--- src/rtl/sysctl_pkg.sv ---
// Shared definitions for the 68000 system controller:
// register offsets, CTRL bits, IACK function code and IPL encoding.
package sysctl_pkg;

    localparam logic [2:0] OFF_CTRL    = 3'd0;
    localparam logic [2:0] OFF_STATUS  = 3'd1;
    localparam logic [2:0] OFF_RL_HI   = 3'd2;
    localparam logic [2:0] OFF_RL_MID  = 3'd3;
    localparam logic [2:0] OFF_RL_LO   = 3'd4;
    localparam logic [2:0] OFF_CNT_HI  = 3'd5;
    localparam logic [2:0] OFF_CNT_MID = 3'd6;
    localparam logic [2:0] OFF_CNT_LO  = 3'd7;

    localparam int CTRL_EN      = 0;
    localparam int CTRL_ONESHOT = 1;
    localparam int CTRL_IE      = 2;

    localparam logic [2:0] FC_IACK = 3'b111;

    typedef enum logic [1:0] {
        BUS_IDLE,
        BUS_ACC,
        BUS_ACK
    } bus_state_e;

    // Highest set request bit -> active-low IPL code (7 = idle).
    function automatic logic [2:0] ipl_encode(input logic [6:0] src);
        logic [2:0] lvl;
        lvl = 3'd0;
        for (int i = 0; i < 7; i++) begin
            if (src[i]) lvl = 3'(i + 1);
        end
        return ~lvl;
    endfunction

endpackage

--- src/rtl/tick_timer.sv ---
// One programmable down-counter channel: CTRL, RELOAD, COUNT, PEND.
// Expiry sets PEND with priority over software or IACK clears.
module tick_timer
    import sysctl_pkg::*;
#(
    parameter int             W          = 24,
    parameter logic [2:0]     RST_CTRL   = 3'b000,
    parameter logic [W-1:0]   RST_RELOAD = '0
) (
    input  logic         CLK_CPU,
    input  logic         RST_n,
    input  logic         we,
    input  logic [2:0]   off,
    input  logic [7:0]   wdata,
    input  logic         iack_clr,
    output logic [2:0]   ctrl,
    output logic [W-1:0] reload,
    output logic [W-1:0] count,
    output logic         pend
);

    logic        en;
    logic        expire;
    logic        ctrl_we;
    logic        stat_we;
    logic [23:0] rl_ext;
    logic [23:0] rl_nxt;

    assign en      = ctrl[CTRL_EN];
    assign expire  = en && (count == '0);
    assign ctrl_we = we && (off == OFF_CTRL);
    assign stat_we = we && (off == OFF_STATUS) && wdata[0];
    assign rl_ext  = 24'(reload);

    always_comb begin
        rl_nxt = rl_ext;
        if (we) begin
            case (off)
                OFF_RL_HI:  rl_nxt[23:16] = wdata;
                OFF_RL_MID: rl_nxt[15:8]  = wdata;
                OFF_RL_LO:  rl_nxt[7:0]   = wdata;
                default:    rl_nxt        = rl_ext;
            endcase
        end
    end

    always_ff @(posedge CLK_CPU) begin
        if (!RST_n) begin
            ctrl   <= RST_CTRL;
            reload <= RST_RELOAD;
            count  <= RST_RELOAD;
            pend   <= 1'b0;
        end else begin
            reload <= rl_nxt[W-1:0];

            // A CTRL write overrides the one-shot self-disable.
            if (ctrl_we)
                ctrl <= wdata[2:0];
            else if (expire && ctrl[CTRL_ONESHOT])
                ctrl[CTRL_EN] <= 1'b0;

            if (ctrl_we && !en && wdata[CTRL_EN])
                count <= reload;
            else if (expire)
                count <= ctrl[CTRL_ONESHOT] ? '0 : reload;
            else if (en)
                count <= count - 1'b1;

            if (expire)
                pend <= 1'b1;
            else if (stat_we || iack_clr)
                pend <= 1'b0;
        end
    end

endmodule

--- src/rtl/irq_timer_controller.sv ---
// Timer/interrupt block: bus handshake, register read mux,
// registered IPL priority encoder and IACK autovector/vector logic.
module irq_timer_controller
    import sysctl_pkg::*;
#(
    parameter int                    NUM_TIMERS     = 2,
    parameter int                    TIMER_WIDTH    = 24,
    parameter int                    DEFAULT_RELOAD = 399999,
    parameter logic [3*NUM_TIMERS-1:0] TIMER_LEVELS = {3'd4, 3'd6},
    parameter logic [6:0]            AUTOVEC_MASK   = 7'b1101111
) (
    input  logic       CLK_CPU,
    input  logic       RST_n,
    input  logic       AS_n,
    input  logic       RW,
    input  logic       LDS_n,
    input  logic [2:0] FC,
    input  logic [2:0] ADDR,
    input  logic       CS_n,
    input  logic [4:0] REG_ADDR,
    input  logic [7:0] DATA_IN,
    output logic [7:0] DATA_OUT,
    output logic       DTACK_n,
    input  logic [6:0] IRQ_EXT,
    output logic [2:0] IPL_n,
    output logic       VPA_n,
    output logic [6:0] IACK_EXT_n
);

    localparam logic [TIMER_WIDTH-1:0] DEF_RL = TIMER_WIDTH'(DEFAULT_RELOAD);

    bus_state_e bus_q, bus_d;

    logic                  iack_cyc;
    logic                  reg_req;
    logic                  do_acc;
    logic [1:0]            sel;
    logic [2:0]            off;
    logic [7:0]            rdata;
    logic [6:0]            src;
    logic                  iack_q;
    logic                  iack_start;
    logic                  iack_av;
    logic [7:0]            av_ext;
    logic [7:0]            lvl_oh;
    logic [NUM_TIMERS-1:0] clr;
    logic [NUM_TIMERS-1:0] pend;
    logic [2:0]            ctrl  [NUM_TIMERS];
    logic [23:0]           rl24  [NUM_TIMERS];
    logic [23:0]           cnt24 [NUM_TIMERS];
    logic [2:0]            lvl   [NUM_TIMERS];

    assign iack_cyc = (FC == FC_IACK) && !AS_n;
    assign reg_req  = !CS_n && !AS_n && !LDS_n && !iack_cyc;
    assign sel      = REG_ADDR[4:3];
    assign off      = REG_ADDR[2:0];
    assign DTACK_n  = (bus_q != BUS_ACK);

    always_comb begin
        bus_d  = bus_q;
        do_acc = 1'b0;
        case (bus_q)
            BUS_IDLE: if (reg_req) bus_d = BUS_ACC;
            BUS_ACC: begin
                do_acc = !AS_n;
                bus_d  = AS_n ? BUS_IDLE : BUS_ACK;
            end
            BUS_ACK:  if (AS_n) bus_d = BUS_IDLE;
            default:  bus_d = BUS_IDLE;
        endcase
    end

    for (genvar k = 0; k < NUM_TIMERS; k++) begin : g_tmr
        logic [TIMER_WIDTH-1:0] reload;
        logic [TIMER_WIDTH-1:0] count;

        tick_timer #(
            .W          (TIMER_WIDTH),
            .RST_CTRL   ((k == 0) ? 3'b101 : 3'b000),
            .RST_RELOAD ((k == 0) ? DEF_RL : '0)
        ) u_tmr (
            .CLK_CPU  (CLK_CPU),
            .RST_n    (RST_n),
            .we       (do_acc && !RW && (sel == 2'(k))),
            .off      (off),
            .wdata    (DATA_IN),
            .iack_clr (clr[k]),
            .ctrl     (ctrl[k]),
            .reload   (reload),
            .count    (count),
            .pend     (pend[k])
        );

        assign rl24[k]  = 24'(reload);
        assign cnt24[k] = 24'(count);
        assign lvl[k]   = TIMER_LEVELS[3*k +: 3];
    end

    always_comb begin
        rdata = 8'h00;
        for (int k = 0; k < NUM_TIMERS; k++) begin
            if (sel == 2'(k)) begin
                case (off)
                    OFF_CTRL:    rdata = {5'b0, ctrl[k]};
                    OFF_STATUS:  rdata = {7'b0, pend[k]};
                    OFF_RL_HI:   rdata = rl24[k][23:16];
                    OFF_RL_MID:  rdata = rl24[k][15:8];
                    OFF_RL_LO:   rdata = rl24[k][7:0];
                    OFF_CNT_HI:  rdata = cnt24[k][23:16];
                    OFF_CNT_MID: rdata = cnt24[k][15:8];
                    default:     rdata = cnt24[k][7:0];
                endcase
            end
        end
    end

    always_comb begin
        src = IRQ_EXT;
        for (int k = 0; k < NUM_TIMERS; k++) begin
            if (pend[k] && ctrl[k][CTRL_IE] && (lvl[k] != 3'd0))
                src[lvl[k] - 3'd1] = 1'b1;
        end
    end

    assign av_ext     = {AUTOVEC_MASK, 1'b0};
    assign lvl_oh     = 8'b1 << ADDR;
    assign iack_start = iack_cyc && !iack_q && (ADDR != 3'd0);
    assign iack_av    = av_ext[ADDR];

    // Only the lowest-index pending timer at the level is acknowledged.
    always_comb begin
        clr = '0;
        for (int k = NUM_TIMERS - 1; k >= 0; k--) begin
            if (iack_start && iack_av && pend[k] &&
                ctrl[k][CTRL_IE] && (lvl[k] == ADDR)) begin
                clr    = '0;
                clr[k] = 1'b1;
            end
        end
    end

    always_ff @(posedge CLK_CPU) begin
        if (!RST_n) begin
            bus_q      <= BUS_IDLE;
            DATA_OUT   <= 8'h00;
            IPL_n      <= 3'b111;
            iack_q     <= 1'b0;
            VPA_n      <= 1'b1;
            IACK_EXT_n <= 7'h7f;
        end else begin
            bus_q <= bus_d;
            IPL_n <= ipl_encode(src);
            if (do_acc) DATA_OUT <= rdata;
            if (AS_n) begin
                iack_q     <= 1'b0;
                VPA_n      <= 1'b1;
                IACK_EXT_n <= 7'h7f;
            end else if (iack_start) begin
                iack_q <= 1'b1;
                if (iack_av) VPA_n <= 1'b0;
                else         IACK_EXT_n <= ~lvl_oh[7:1];
            end
        end
    end

endmodule

--- config.mk ---
export PLATFORM = sky130hd
export DESIGN_NAME = irq_timer_controller
export DESIGN_NICKNAME = d
export VERILOG_FILES = /design/src/rtl/sysctl_pkg.sv /design/src/rtl/tick_timer.sv /design/src/rtl/irq_timer_controller.sv
export SDC_FILE = /design/constraint.sdc
export NUM_CORES = 1
export LEC_CHECK = 0
export ABC_CLOCK_PERIOD_IN_PS = 3200
export BUFFER_PORTS_ARGS = -buffer_cell sky130_fd_sc_hd__buf_4
export CAP_MARGIN = 20
export CORE_ASPECT_RATIO = 1.1
export CORE_MARGIN = 2
export CORE_UTILIZATION = 40
export DETAILED_ROUTE_END_ITERATION = 16
export SLEW_MARGIN = 40
export SYNTH_ARGS = -nofsm -noshare
export SYNTH_HDL_FRONTEND = slang
export SYNTH_HIERARCHICAL = 1
export SYNTH_SLANG_ARGS = --single-unit
export TNS_END_PERCENT = 100
--- constraint.sdc ---
create_clock -name CLK_CPU -period 3.2 [get_ports CLK_CPU]
set_input_delay 0.64 -clock CLK_CPU [delete_from_list [all_inputs] [get_ports CLK_CPU]]
set_output_delay 0.64 -clock CLK_CPU [all_outputs]
set_load 0.005 [all_outputs]
==> metrics <==
Area Growth Syn to Fin 17.99%; post-cts resize count 0; #FFs+latches synth 126; Buf/Inv on CP 1; # Post-CTS Setup Buffers 0; P per Cell Area 466.8 mW/mm^2; status completed; Comb pwr share 6.2%; gpl congestion 0.9504; overall power 3900 uW; Yosys cell types 88; Min Clock Period, post-route 2672 ps; post-DP HPWL 17,480 um; Total Wirelength 24,790 um; asr flop ratio synth 0%; Total Neg Setup Slack 0 ps; CTS sink count 126; VDD IR-drop max 0.4026 mV; Synth top area share 35.62%; Sw Share 22.90%; Ys Warns 6; Initial DRC Count 1,028; hold crit path type in2reg; crit path max fanout 22; Post-CTS Hold Fix Bufs 0; most frequent cells after synthesis nand2_1 (148), dfxtp_1 (126), a21oi_1 (83); Hold Slack 428.1 ps; WP data required 3570 ps; vias in the first global route 6,546; CTS tree built; MaxCap Viol Count 0; Post-Synthesis Cells 883; Die Y 143.5 um; TritonRoute pass-1 iters 6; routed via count 7,286; R2R depth 9; row count 51; clock share of power 53.0%; Longest Clk Path Bufs 2; Clock transition at path regs 60 ps; crit path cell chain nand2b_4 > or2_2 > nor4_1 > buf_4 > or4b_4 > nor3b_4 > a31o_4 > a22o_1 > a31o_2; Final Cycle Share 83.52%; Synth area leader dfxtp_1; mean post-synth cell area 8.019 sq um; CP Capture Type flip-flop; final core occ 47.61%; RSZ-0062 raised after global routing false; Final Hold Vio Count 0; I/O pin total 52; Internal 3007 uW; Initial Util 40.35%; Startpoint Class flip-flop; Non-Filler Instances 1,184; Die W 130.9 um; post-synth net total 919; crit path DAT 3050 ps; WP depth 9; CP max-delay cell or4b_4; largest net degree at the start of global routing 54; fraction of layout cells with a size suffix above 1 18.71%; core box area 0.01755 sq mm; antenna violations before repair 0; main flop type after synthesis dfxtp_1; # port buffers 51; vias per cell 6.154; synth top area cells dfxtp_1 (36%), nand2_1 (7.8%), a21oi_1 (5.9%); max incr delay on CP 500 ps; sequential area share after synthesis 35.62%; grt ovf 0; first-pass GRT wire length 38,120 um; cell area after synthesis 0.007081 sq mm; Antenna Nets Post-Route 0; Worst Tran Pin Value 807.2 ps; CTS root buf clkbuf_16; DR WL/cell 20.94 um; EDFF count, synth 0; DRC viols 0; clk_lat worst skew 430 ps; LEAKAGE 0.003064 uW; Setup-failing EPs final 0; placed cells 1,152; Sw Pwr 893.0 uW; Worst Clk Skew 17.77 ps; fmax 0.3742 GHz; Crit Path Class reg2reg; count leader, synth nand2_1; sequential share of power 40.8%; total die area 0.01878 sq mm; fin nets 969; delay-heaviest family, CP simple AND/OR/NAND/NOR gates; CTS buffer count 17; Final Slew Violations 0; diode count 0; hold depth 2; GRT Overall Usage 26.89%; H-tree level count 4; Slew headroom 46.07%
## metal layers
layer  vias up  track usage (%)  part of all wire (%)
met5         -                0                     0
met4         0            12.09                   3.9
met3        61            4.654                   7.2
met2       371            42.21                    46
met1      3494            36.04                    42
li1       3360                -                     -
## final timing paths
check                             end          start  slack, ps
min                          IPL_n[2]     IRQ_EXT[6]        430
max reg2reg  g_tmr[0].u_tmr/count[13]       bus_q[1]        530
max          g_tmr[0].u_tmr/count[13]       bus_q[1]        530
min reg2reg             IACK_EXT_n[5]  IACK_EXT_n[5]        440
## power groups by stage
stage          logic, uW  registers [uW]  clock network [uW]
6_report             243            1590                2070
3_3_place_gp         239            1620                   0
5_1_grt              261            1590                2170
3_5_place_dp         241            1620                   0
4_1_cts              241            1590                2080
2_1_floorplan        129            1620                   0
## worst register-to-register path, delay by kind of cell (launching register included)
family	cells	cell delay [ps]
AND/OR/NAND/NOR	5	1470
AO/OA/AOI/OAI	3	680
flip-flops	1	320
buffers and inverters	1	170
## through the flow
stage	worst slack, ps	cell area [sq um]
after floorplan	475.4	7081
after global placement	264.6	7730
after detailed placement	235.2	7730
after CTS	507.6	8354
after global routing	371.1	8354
final	527.5	8354
## area by class of cell
type                    count  area, sq um
clock buffers              21        460.4
clock inverters            11        163.9
fillers                  1748         9194
inverters                  14        52.55
multi-input cells         692         4229
flip-flops and latches    126         2522
well taps                 238        297.8
repair buffers             82        628.1
## cells by family after synthesis
logic type                 share of synthesized area [%]
and+or+nand+nor                                    29.40
AOI/OAI and AO/OA                                  22.96
DFF                                                35.62
buffers and inverters                              4.648
muxes                                              5.672
xor gates and xnor gates                          0.9896
adders and majority gates                         0.7069
## sequential cells by signal (all words and copies together), names as in the netlist
| signal | count |
|---|---|
| IACK_EXT_n | 7 |
| iack_q | 1 |
| IPL_n | 3 |
| VPA_n | 1 |
| g_tmr.u_tmr/reload | 48 |
| DATA_OUT | 8 |
| g_tmr.u_tmr/count | 48 |
| g_tmr.u_tmr/pend | 2 |
| g_tmr.u_tmr/ctrl | 6 |
| bus_q | 2 |
## cells in the final DEF (no fill, tap or decap), types with 12 or more instances in the layout
cell	Yosys	routed
a21oi_1	83	83
a221oi_1	12	12
buf_4	3	81
clkbuf_16	0	17
dfxtp_1	126	126
inv_1	13	13
mux2_2	17	17
mux2i_1	15	15
nand2_1	148	148
nand3_1	47	47
nor2_1	69	69
nor3_1	17	17
o21ai_0	49	49
No activity file was read; power rests on OpenSTA's default activity.
